--- src/rtl/fifo_pkg.sv ---
// rtl/fifo_pkg.sv - shared helpers for the dual-clock FIFO pointer logic
// Purpose: pointer width helper, Gray/binary conversion functions and flag
//          reset values shared by the read-side pointer controller.
// Ports:   none (package).
package fifo_pkg;

    localparam logic EMPTY_RST  = 1'b1;
    localparam logic AEMPTY_RST = 1'b1;

    // Pointer width: one wrap bit above the RAM address.
    function automatic int ptrw(input int addrwidth);
        return addrwidth + 1;
    endfunction

    // Operands are zero-extended to 32 bits; callers truncate to their width.
    function automatic logic [31:0] bin2gray(input logic [31:0] b);
        return b ^ (b >> 1);
    endfunction

    // Each binary bit is the XOR of all Gray bits at or above it, so a
    // prefix XOR over shifted copies works for any zero-extended width.
    function automatic logic [31:0] gray2bin(input logic [31:0] g);
        logic [31:0] b;
        b = g;
        for (int i = 1; i < 32; i++) begin
            b = b ^ (g >> i);
        end
        return b;
    endfunction

endpackage

--- src/rtl/fifo_gray_sync.sv ---
// rtl/fifo_gray_sync.sv - N-stage flop chain for clock-domain crossing
// Purpose: brings a Gray-coded pointer into the local clock domain.
// Ports:   clk_i  local clock
//          rst_i  asynchronous active-high reset, all stages clear to 0
//          d_i    asynchronous input word
//          q_o    output of the last stage
module fifo_gray_sync #(
    parameter int N = 2,
    parameter int W = 4
) (
    input  logic         clk_i,
    input  logic         rst_i,
    input  logic [W-1:0] d_i,
    output logic [W-1:0] q_o
);

    logic [W-1:0] stage_q [N];

    // Plain flop chain: no logic between stages.
    always_ff @(posedge clk_i or posedge rst_i) begin
        if (rst_i) begin
            for (int i = 0; i < N; i++) begin
                stage_q[i] <= '0;
            end
        end else begin
            stage_q[0] <= d_i;
            for (int i = 1; i < N; i++) begin
                stage_q[i] <= stage_q[i-1];
            end
        end
    end

    assign q_o = stage_q[N-1];

endmodule

--- src/rtl/fifo_rd_ptr_ctrl.sv ---
// rtl/fifo_rd_ptr_ctrl.sv - read-side pointer and status controller of the dual-clock FIFO
// Purpose: synchronizes the write Gray pointer, keeps the read pointers and
//          produces empty/almost-empty/count/underflow/data-valid.
// Config:  FIFO_SYNC3_EN selects a 3-stage synchronizer (default 2 stages).
// Ports:   rclk          read clock
//          rreset        asynchronous active-high reset
//          re            read request
//          wptr_gray_in  write pointer, Gray, from the write domain
//          raddr         RAM read address
//          ram_re        RAM read enable (accepted read)
//          rptr_gray     registered Gray read pointer to the write domain
//          empty         registered empty flag
//          aempty        registered almost-empty flag
//          rdcnt         registered words available
//          underflow     pulse on a read attempted while empty
//          dvld          RAM data valid, one cycle after an accepted read
module fifo_rd_ptr_ctrl
    import fifo_pkg::*;
#(
    parameter int ADDRWIDTH = 3,
    parameter int AEVAL     = 2
) (
    input  logic                 rclk,
    input  logic                 rreset,
    input  logic                 re,
    input  logic [ADDRWIDTH:0]   wptr_gray_in,
    output logic [ADDRWIDTH-1:0] raddr,
    output logic                 ram_re,
    output logic [ADDRWIDTH:0]   rptr_gray,
    output logic                 empty,
    output logic                 aempty,
    output logic [ADDRWIDTH:0]   rdcnt,
    output logic                 underflow,
    output logic                 dvld
);

    localparam int PTRW = ptrw(ADDRWIDTH);

`ifdef FIFO_SYNC3_EN
    localparam int SYNC_STAGES = 3;
`else
    localparam int SYNC_STAGES = 2;
`endif

    logic [PTRW-1:0] wptr_gray_s;
    logic [PTRW-1:0] wptr_bin_s;
    logic            accept;

    logic [PTRW-1:0] rptr_bin_q,  rptr_bin_d;
    logic [PTRW-1:0] rptr_gray_q, rptr_gray_d;
    logic [PTRW-1:0] rdcnt_q,     rdcnt_d;
    logic            empty_q,     empty_d;
    logic            aempty_q,    aempty_d;
    logic            underflow_q, underflow_d;
    logic            dvld_q,      dvld_d;

    fifo_gray_sync #(
        .N (SYNC_STAGES),
        .W (PTRW)
    ) u_wptr_sync (
        .clk_i (rclk),
        .rst_i (rreset),
        .d_i   (wptr_gray_in),
        .q_o   (wptr_gray_s)
    );

    assign wptr_bin_s = PTRW'(gray2bin(32'(wptr_gray_s)));

    // Gated by the registered empty, so a read can never pass the last word.
    assign accept = re & ~empty_q;

    // The next pointer feeds every flag, so a read and a synchronized write
    // pointer advance on the same edge are resolved consistently.
    always_comb begin
        rptr_bin_d  = rptr_bin_q + PTRW'(accept);
        rptr_gray_d = PTRW'(bin2gray(32'(rptr_bin_d)));
        empty_d     = (rptr_gray_d == wptr_gray_s);
        rdcnt_d     = wptr_bin_s - rptr_bin_d;
        aempty_d    = (rdcnt_d <= PTRW'(AEVAL));
        underflow_d = re & empty_q;
        dvld_d      = accept;
    end

    always_ff @(posedge rclk or posedge rreset) begin
        if (rreset) begin
            rptr_bin_q  <= '0;
            rptr_gray_q <= '0;
            rdcnt_q     <= '0;
            empty_q     <= EMPTY_RST;
            aempty_q    <= AEMPTY_RST;
            underflow_q <= 1'b0;
            dvld_q      <= 1'b0;
        end else begin
            rptr_bin_q  <= rptr_bin_d;
            rptr_gray_q <= rptr_gray_d;
            rdcnt_q     <= rdcnt_d;
            empty_q     <= empty_d;
            aempty_q    <= aempty_d;
            underflow_q <= underflow_d;
            dvld_q      <= dvld_d;
        end
    end

    assign raddr     = rptr_bin_q[ADDRWIDTH-1:0];
    assign ram_re    = accept;
    assign rptr_gray = rptr_gray_q;
    assign empty     = empty_q;
    assign aempty    = aempty_q;
    assign rdcnt     = rdcnt_q;
    assign underflow = underflow_q;
    assign dvld      = dvld_q;

endmodule

--- config.mk ---
export PLATFORM = sky130hd
export DESIGN_NAME = fifo_rd_ptr_ctrl
export DESIGN_NICKNAME = d
export VERILOG_FILES = /design/src/rtl/fifo_pkg.sv /design/src/rtl/fifo_gray_sync.sv /design/src/rtl/fifo_rd_ptr_ctrl.sv
export SDC_FILE = /design/constraint.sdc
export NUM_CORES = 1
export LEC_CHECK = 0
export CAP_MARGIN = 25
export CORE_MARGIN = 2
export CORE_UTILIZATION = 47
export DETAILED_ROUTE_END_ITERATION = 10
export PLACE_DENSITY = 0.74
export SYNTH_ARGS = -nofsm -noshare
export SYNTH_HDL_FRONTEND = slang
export SYNTH_SLANG_ARGS = --single-unit
--- constraint.sdc ---
create_clock -name rclk -period 3.4 [get_ports rclk]
set_input_delay 0.34 -clock rclk [delete_from_list [all_inputs] [get_ports rclk]]
set_output_delay 0.34 -clock rclk [all_outputs]
set_load 0.05 [all_outputs]
==> flow_metrics.env, run 1 <==
export IMPL_status="completed"
export IMPL_clock_skew_final_ns=0.002370
export IMPL_layout_min_cycle_time_ns=2.632
export IMPL_fmax_mhz=380.0
export IMPL_setup_ws_ns=0.7682
export IMPL_synth_top_area_cell="dfrtp_1"
export IMPL_synth_seq_cells=23
export IMPL_timing_final_crit_share=0.7741
export IMPL_grt_use_met2=0.2534
export IMPL_slew_viol_final=0
export IMPL_critical_path_cell_chain="xnor2_2 -> xor2_1 -> xor2_1 -> ha_1 -> fa_1 -> nor2_1 -> or4_1 -> o22ai_1"
export IMPL_netlist_area_um2=944.7
export IMPL_syn_inst=68
export IMPL_final_hold_violation_count=0
export IMPL_num_vias=561
export IMPL_dp_hpwl_um=1079
export IMPL_viasPerCell=4.636
export IMPL_crit_path_max_fanout=4
export IMPL_ff2ff_path_depth=8
export IMPL_grt_use_met1=0.1485
export IMPL_routedWlPerCell_um=11.44
export IMPL_critPathSlowestCell="fa_1"
export IMPL_setup_worst_path_end_class="flop"
export IMPL_die_h_um=48.83
export IMPL_path_buf_inv=0
export IMPL_worstMarginPinSlew_ns=0.8195
export IMPL_path_depth=8
export IMPL_synth_edf_count=0
export IMPL_start_util=0.4915
export IMPL_synth_compound_area_frac=0.03576
export IMPL_cpPeakStageDelay_ns=0.53
export IMPL_rsz0062_at_grt="false"
export IMPL_slew_headroom=0.4531
export IMPL_worstSetupStartpointType="flop"
export IMPL_ys_warn_count=0
export IMPL_ctsResizeCount=0
export IMPL_grt_pass1_wl_um=2463
export IMPL_final_core_util=0.6374
export IMPL_synthToLayoutAreaGrowth_pct=29.67
export IMPL_clkTransAtPathRegs_ns=0.12
export IMPL_cts_tree="yes"
export IMPL_port_buffer_count=22
export IMPL_grt_pass1_vias=568
export IMPL_synth_simple_area_share=0.05960
export IMPL_diodes=0
export IMPL_synthAdderAreaFrac=0.08477
export IMPL_synth_top_cells_by_area="dfrtp_1 (56%), xnor2_1 (9.3%), dfstp_2 (5.6%)"
export IMPL_first_pass_iters=2
export IMPL_fin_tns_setup_ns=0
export IMPL_drive_gt1_frac=0.08511
export IMPL_ios=23
export IMPL_die_area_um2=2384
export IMPL_crit_type="flop to flop"
export IMPL_place_area_um2=1199
export IMPL_synth_cell_type_count=24
export IMPL_dp_slack_ns=0.5255
export IMPL_cts_buffer_depth=2
export IMPL_grt_use_met3=0.03988
export IMPL_arrival_ns=2.87
export IMPL_postCtsSetupBuffers=0
export IMPL_antenna_found_initial=0
export IMPL_setup_viol=0
export IMPL_final_area_um2=1225
export IMPL_synth_top_family_by_area="XOR/XNOR gates"
export IMPL_cts_hold_buf=0
export IMPL_drt_initial_drc_count=2
export IMPL_async_flop_share=1.000
export IMPL_ys_seq_area_frac=0.6119
export IMPL_route_detailed_drc=0
export IMPL_synth_xor_area_frac=0.1735
export IMPL_crit_family="adder cells"
export IMPL_yosysMostFrequentCell="dfrtp_1"
export IMPL_floorplan_rows=16
export IMPL_postRouteAntennaNets=0
export IMPL_die_w_um=48.83
export IMPL_synth_flop_cell="dfrtp_1"
export IMPL_cts_max_level=1
export IMPL_grt_max_degree=24
export IMPL_num_nets_final=107
export IMPL_overflow=0
export IMPL_busiest_layer="met2"
export IMPL_wl_um=1384
export IMPL_core_area_um2=1922
export IMPL_maxCapViolCount=0
export IMPL_cts_buffers=3
export IMPL_gp_congestion=0.7015
export IMPL_gr_usage_all_layers=0.1406
export IMPL_min_path_type="flop to flop"
export IMPL_cp_common_cell="xor2_1"
export IMPL_cts_sinks=23
export IMPL_synth_mux_area_fraction=0.01060
export IMPL_clk_latency_ns=0.30
export IMPL_synth_commonest_cells="dfrtp_1 (21), xnor2_1 (10), inv_1 (6)"
export IMPL_yosysTopAreaCellShare=0.5563
export IMPL_synth_nets=80
export IMPL_hold_path_depth=0
export IMPL_cts_root_buf="clkbuf_4"
export IMPL_required_ns=3.64
export IMPL_synth_area_per_cell_um2=13.89
## metrics by stage
step / cells / hold slack, ns
after floorplan: 68 / 0.3312
after global placement: 117 / 0.3338
after detailed placement: 117 / 0.3373
after CTS: 121 / 0.3654
after global routing: 121 / 0.3784
final: 121 / 0.3621
## final timing paths
kind | slack, ns | startpoint | endpoint
worst max-delay path | 0.77 | u_wptr_sync.q_o[2]$_DFF_PP0_ | aempty$_DFF_PP1_
worst min-delay path | 0.36 | u_wptr_sync.stage_q[6]$_DFF_PP0_ | u_wptr_sync.q_o[2]$_DFF_PP0_
worst max register to register | 0.77 | u_wptr_sync.q_o[2]$_DFF_PP0_ | aempty$_DFF_PP1_
worst min register to register | 0.36 | u_wptr_sync.stage_q[6]$_DFF_PP0_ | u_wptr_sync.q_o[2]$_DFF_PP0_
max in group asynchronous | 2.42 | rreset | rptr_bin_q[2]$_DFF_PP0_
min in group asynchronous | 0.48 | rreset | rdcnt[0]$_DFF_PP0_
## metal layers
layer	share of wire	wire length, µm
met1	0.40	560
met2	0.55	758
met3	0.041	57
met4	0.0058	8
met5	0	0
## worst register-to-register path, stage by stage, from the launching register on
cell and delay [ns]:
dfrtp_1 0.43, xnor2_2 0.29, xor2_1 0.34, xor2_1 0.12, ha_1 0.24, fa_1 0.53
nor2_1 0.06, or4_1 0.41, o22ai_1 0.16
## area by class of cell
cell class / instances / area, µm²
Clock buffer: 4 / 26.28
Inverter: 6 / 22.52
Sequential cell: 23 / 578.1
Fill cell: 155 / 696.9
Tap cell: 27 / 33.78
Timing Repair Buffer: 22 / 220.2
Multi-Input combinational cell: 39 / 344.1
## kinds of logic after synthesis
family,after synthesis
flops,23
xor+xnor,17
fa+ha+maj,6
compound gates,5
mux,1
simple gates,10
buf+inv,6
## sequential cells by signal, summed over array words and instances, names as in the netlist
signal,count
dvld,1
u_wptr_sync.stage_q,4
rptr_bin_q,4
aempty,1
rptr_gray,3
underflow,1
u_wptr_sync.q_o,4
empty,1
rdcnt,4
## layout by cell type, fill, tap and decap left out, types with 2 or more instances in the layout
| master | synthesis | final |
|---|---|---|
| nor2_1 | 2 | 2 |
| dfstp_2 | 2 | 2 |
| and2_1 | 2 | 2 |
| clkdlybuf4s50_1 | 0 | 22 |
| xnor2_1 | 10 | 10 |
| ha_1 | 4 | 4 |
| xor2_1 | 5 | 5 |
| inv_1 | 6 | 6 |
| dfrtp_1 | 21 | 21 |
| clkbuf_4 | 0 | 3 |
Power of run 1 is not shown: default switching activity piles up to over one toggle a cycle in this logic, so the estimate is an artifact.
==> inputs of run 2 (changes only) <==
clock period = 2.57 ns   (was 3.4 ns; I/O delays follow)
==> run 2 against run 1 <==
- global-route usage increased by 1.7 points
- highest routed layer unchanged
- sequential share of layout area is 2.6 points lower
- via count increased by 5.3%
- design area grew 5.7%
- first-iteration DRC count increased by 100%
- register-to-register slack worse by 0.67 ns
- critical path depth did not move
- cell count grew 3.3%
==> flow_metrics.env, run 2 (same netlist as run 1, synthesis figures left out) <==
export IMPL_dp_slack_ns=-0.01647
export IMPL_layout_common_cells="clkdlybuf4s50_1 (22), dfrtp_1 (21), xnor2_1 (10)"
export IMPL_grt_pass1_vias=629
export IMPL_route_detailed_drc=0
export IMPL_crit_path_max_fanout=3
export IMPL_worstSetupStartpointType="flop"
export IMPL_setup_worst_path_end_class="flop"
export IMPL_drive_gt1_frac=0.1633
export IMPL_required_ns=2.80
export IMPL_first_pass_iters=2
export IMPL_die_h_um=48.83
export IMPL_final_hold_violation_count=0
export IMPL_cts_buffer_depth=2
export IMPL_clk_latency_ns=0.30
export IMPL_arrival_ns=2.70
export IMPL_cts_root_buf="clkbuf_4"
export IMPL_num_nets_final=111
export IMPL_crit_type="flop to flop"
export IMPL_setup_viol=0
export IMPL_final_common_cell="clkdlybuf4s50_1"
export IMPL_setup_ws_ns=0.1006
export IMPL_antenna_found_initial=0
export IMPL_synthToLayoutAreaGrowth_pct=37.09
export IMPL_postRouteAntennaNets=0
export IMPL_drt_initial_drc_count=4
export IMPL_slew_headroom=0.4532
export IMPL_viasPerCell=4.728
export IMPL_timing_final_crit_share=0.9608
export IMPL_num_vias=591
export IMPL_critical_path_cell_chain="xnor2_2 -> xor2_2 -> xor2_1 -> ha_1 -> fa_1 -> nor2_1 -> or4_1 -> o22ai_1"
export IMPL_wl_um=1536
export IMPL_maxCapViolCount=0
export IMPL_grt_pass1_wl_um=2822
export IMPL_clkTransAtPathRegs_ns=0.11
export IMPL_start_util=0.4915
export IMPL_routedWlPerCell_um=12.29
export IMPL_layout_min_cycle_time_ns=2.469
export IMPL_critPathSlowestCell="fa_1"
export IMPL_final_core_util=0.6738
export IMPL_min_path_type="flop to flop"
export IMPL_die_area_um2=2384
export IMPL_cts_sinks=23
export IMPL_dp_hpwl_um=1090
export IMPL_cpPeakStageDelay_ns=0.54
export IMPL_diodes=0
export IMPL_gr_usage_all_layers=0.1579
export IMPL_cts_max_level=1
export IMPL_status="completed"
export IMPL_port_buffer_count=22
export IMPL_clock_skew_final_ns=0.001368
export IMPL_gp_congestion=0.7443
export IMPL_floorplan_rows=16
export IMPL_die_w_um=48.83
export IMPL_worstMarginPinSlew_ns=0.8193
export IMPL_cts_buffers=3
export IMPL_fill_cells=160
export IMPL_ios=23
export IMPL_fmax_mhz=405.0
export IMPL_cts_tree="yes"
export IMPL_cts_hold_buf=0
export IMPL_overflow=0
export IMPL_core_area_um2=1922
export IMPL_grt_max_degree=24
export IMPL_slew_viol_final=0
==> run 2: cell types whose count changed in the layout (fill, tap and decap cells not counted) <==
| cell | change |
|---|---|
| xor2_2 | +1 |
| buf_4 | +4 |
| ha_1 | -2 |
| xor2_1 | -1 |
| ha_4 | +2 |
| nor2b_4 | +1 |
| nor2b_1 | -1 |
==> run 2: worst max-delay path: cells and delay by family (launching register included) <==
family | cells | cell delay, ns
fa+ha+maj | 2 | 0.77
compound gates | 1 | 0.18
xor+xnor | 3 | 0.56
simple gates | 2 | 0.45
flops | 1 | 0.44
==> run 2: final cells by class <==
| class | instances | area (µm²) | area share |
|---|---|---|---|
| repair buffers | 26 | 250.2 | 0.1932 |
| multi-input cells | 39 | 384.1 | 0.2966 |
| flip-flops and latches | 23 | 578.1 | 0.4464 |
| clock buffers | 4 | 26.28 | 0.02029 |
| inverters | 6 | 22.52 | 0.01739 |
| well taps | 27 | 33.78 | 0.02609 |
==> run 2: per-layer routing <==
metal	share of wire	track usage
met4	0.0039	0.07143
met5	0	0
met3	0.042	0.02454
met2	0.54	0.2831
met1	0.42	0.1864
==> run 2: worst paths after layout <==
kind                       slack (ns)                      endpoint  cells past startpoint                             start
min                              0.36  u_wptr_sync.q_o[2]$_DFF_PP0_                      0  u_wptr_sync.stage_q[6]$_DFF_PP0_
max reg2reg                      0.10              aempty$_DFF_PP1_                      8      u_wptr_sync.q_o[3]$_DFF_PP0_
min reg2reg                      0.36  u_wptr_sync.q_o[2]$_DFF_PP0_                      0  u_wptr_sync.stage_q[6]$_DFF_PP0_
max                              0.10              aempty$_DFF_PP1_                      8      u_wptr_sync.q_o[3]$_DFF_PP0_
max in group asynchronous        1.67            rdcnt[3]$_DFF_PP0_                      2                            rreset
min in group asynchronous        0.40            rdcnt[0]$_DFF_PP0_                      2                            rreset
==> run 2: repair_timing <==
item / in CTS / in global routing
setup buffers: 0 / 2
pin swaps: 0 / 2
setup endpoints to repair: 1 / 1
gates resized for setup: 1 / 0
==> run 2: stage by stage <==
| stage | cell area (µm²) | hold WS [ns] | TNS, ns | std cells |
|---|---|---|---|---|
| 6_report | 1295 | 0.3590 | 0 | 125 |
| 5_1_grt | 1295 | 0.3557 | -0.001355 | 125 |
| 4_1_cts | 1280 | 0.3631 | 0 | 123 |
| 3_5_place_dp | 1246 | 0.3356 | -0.01647 | 119 |
| 3_3_place_gp | 1246 | 0.3323 | 0 | 119 |
| 2_1_floorplan | 977.2 | 0.2574 | 0 | 68 |
Power of run 2 is left out for the same reason.
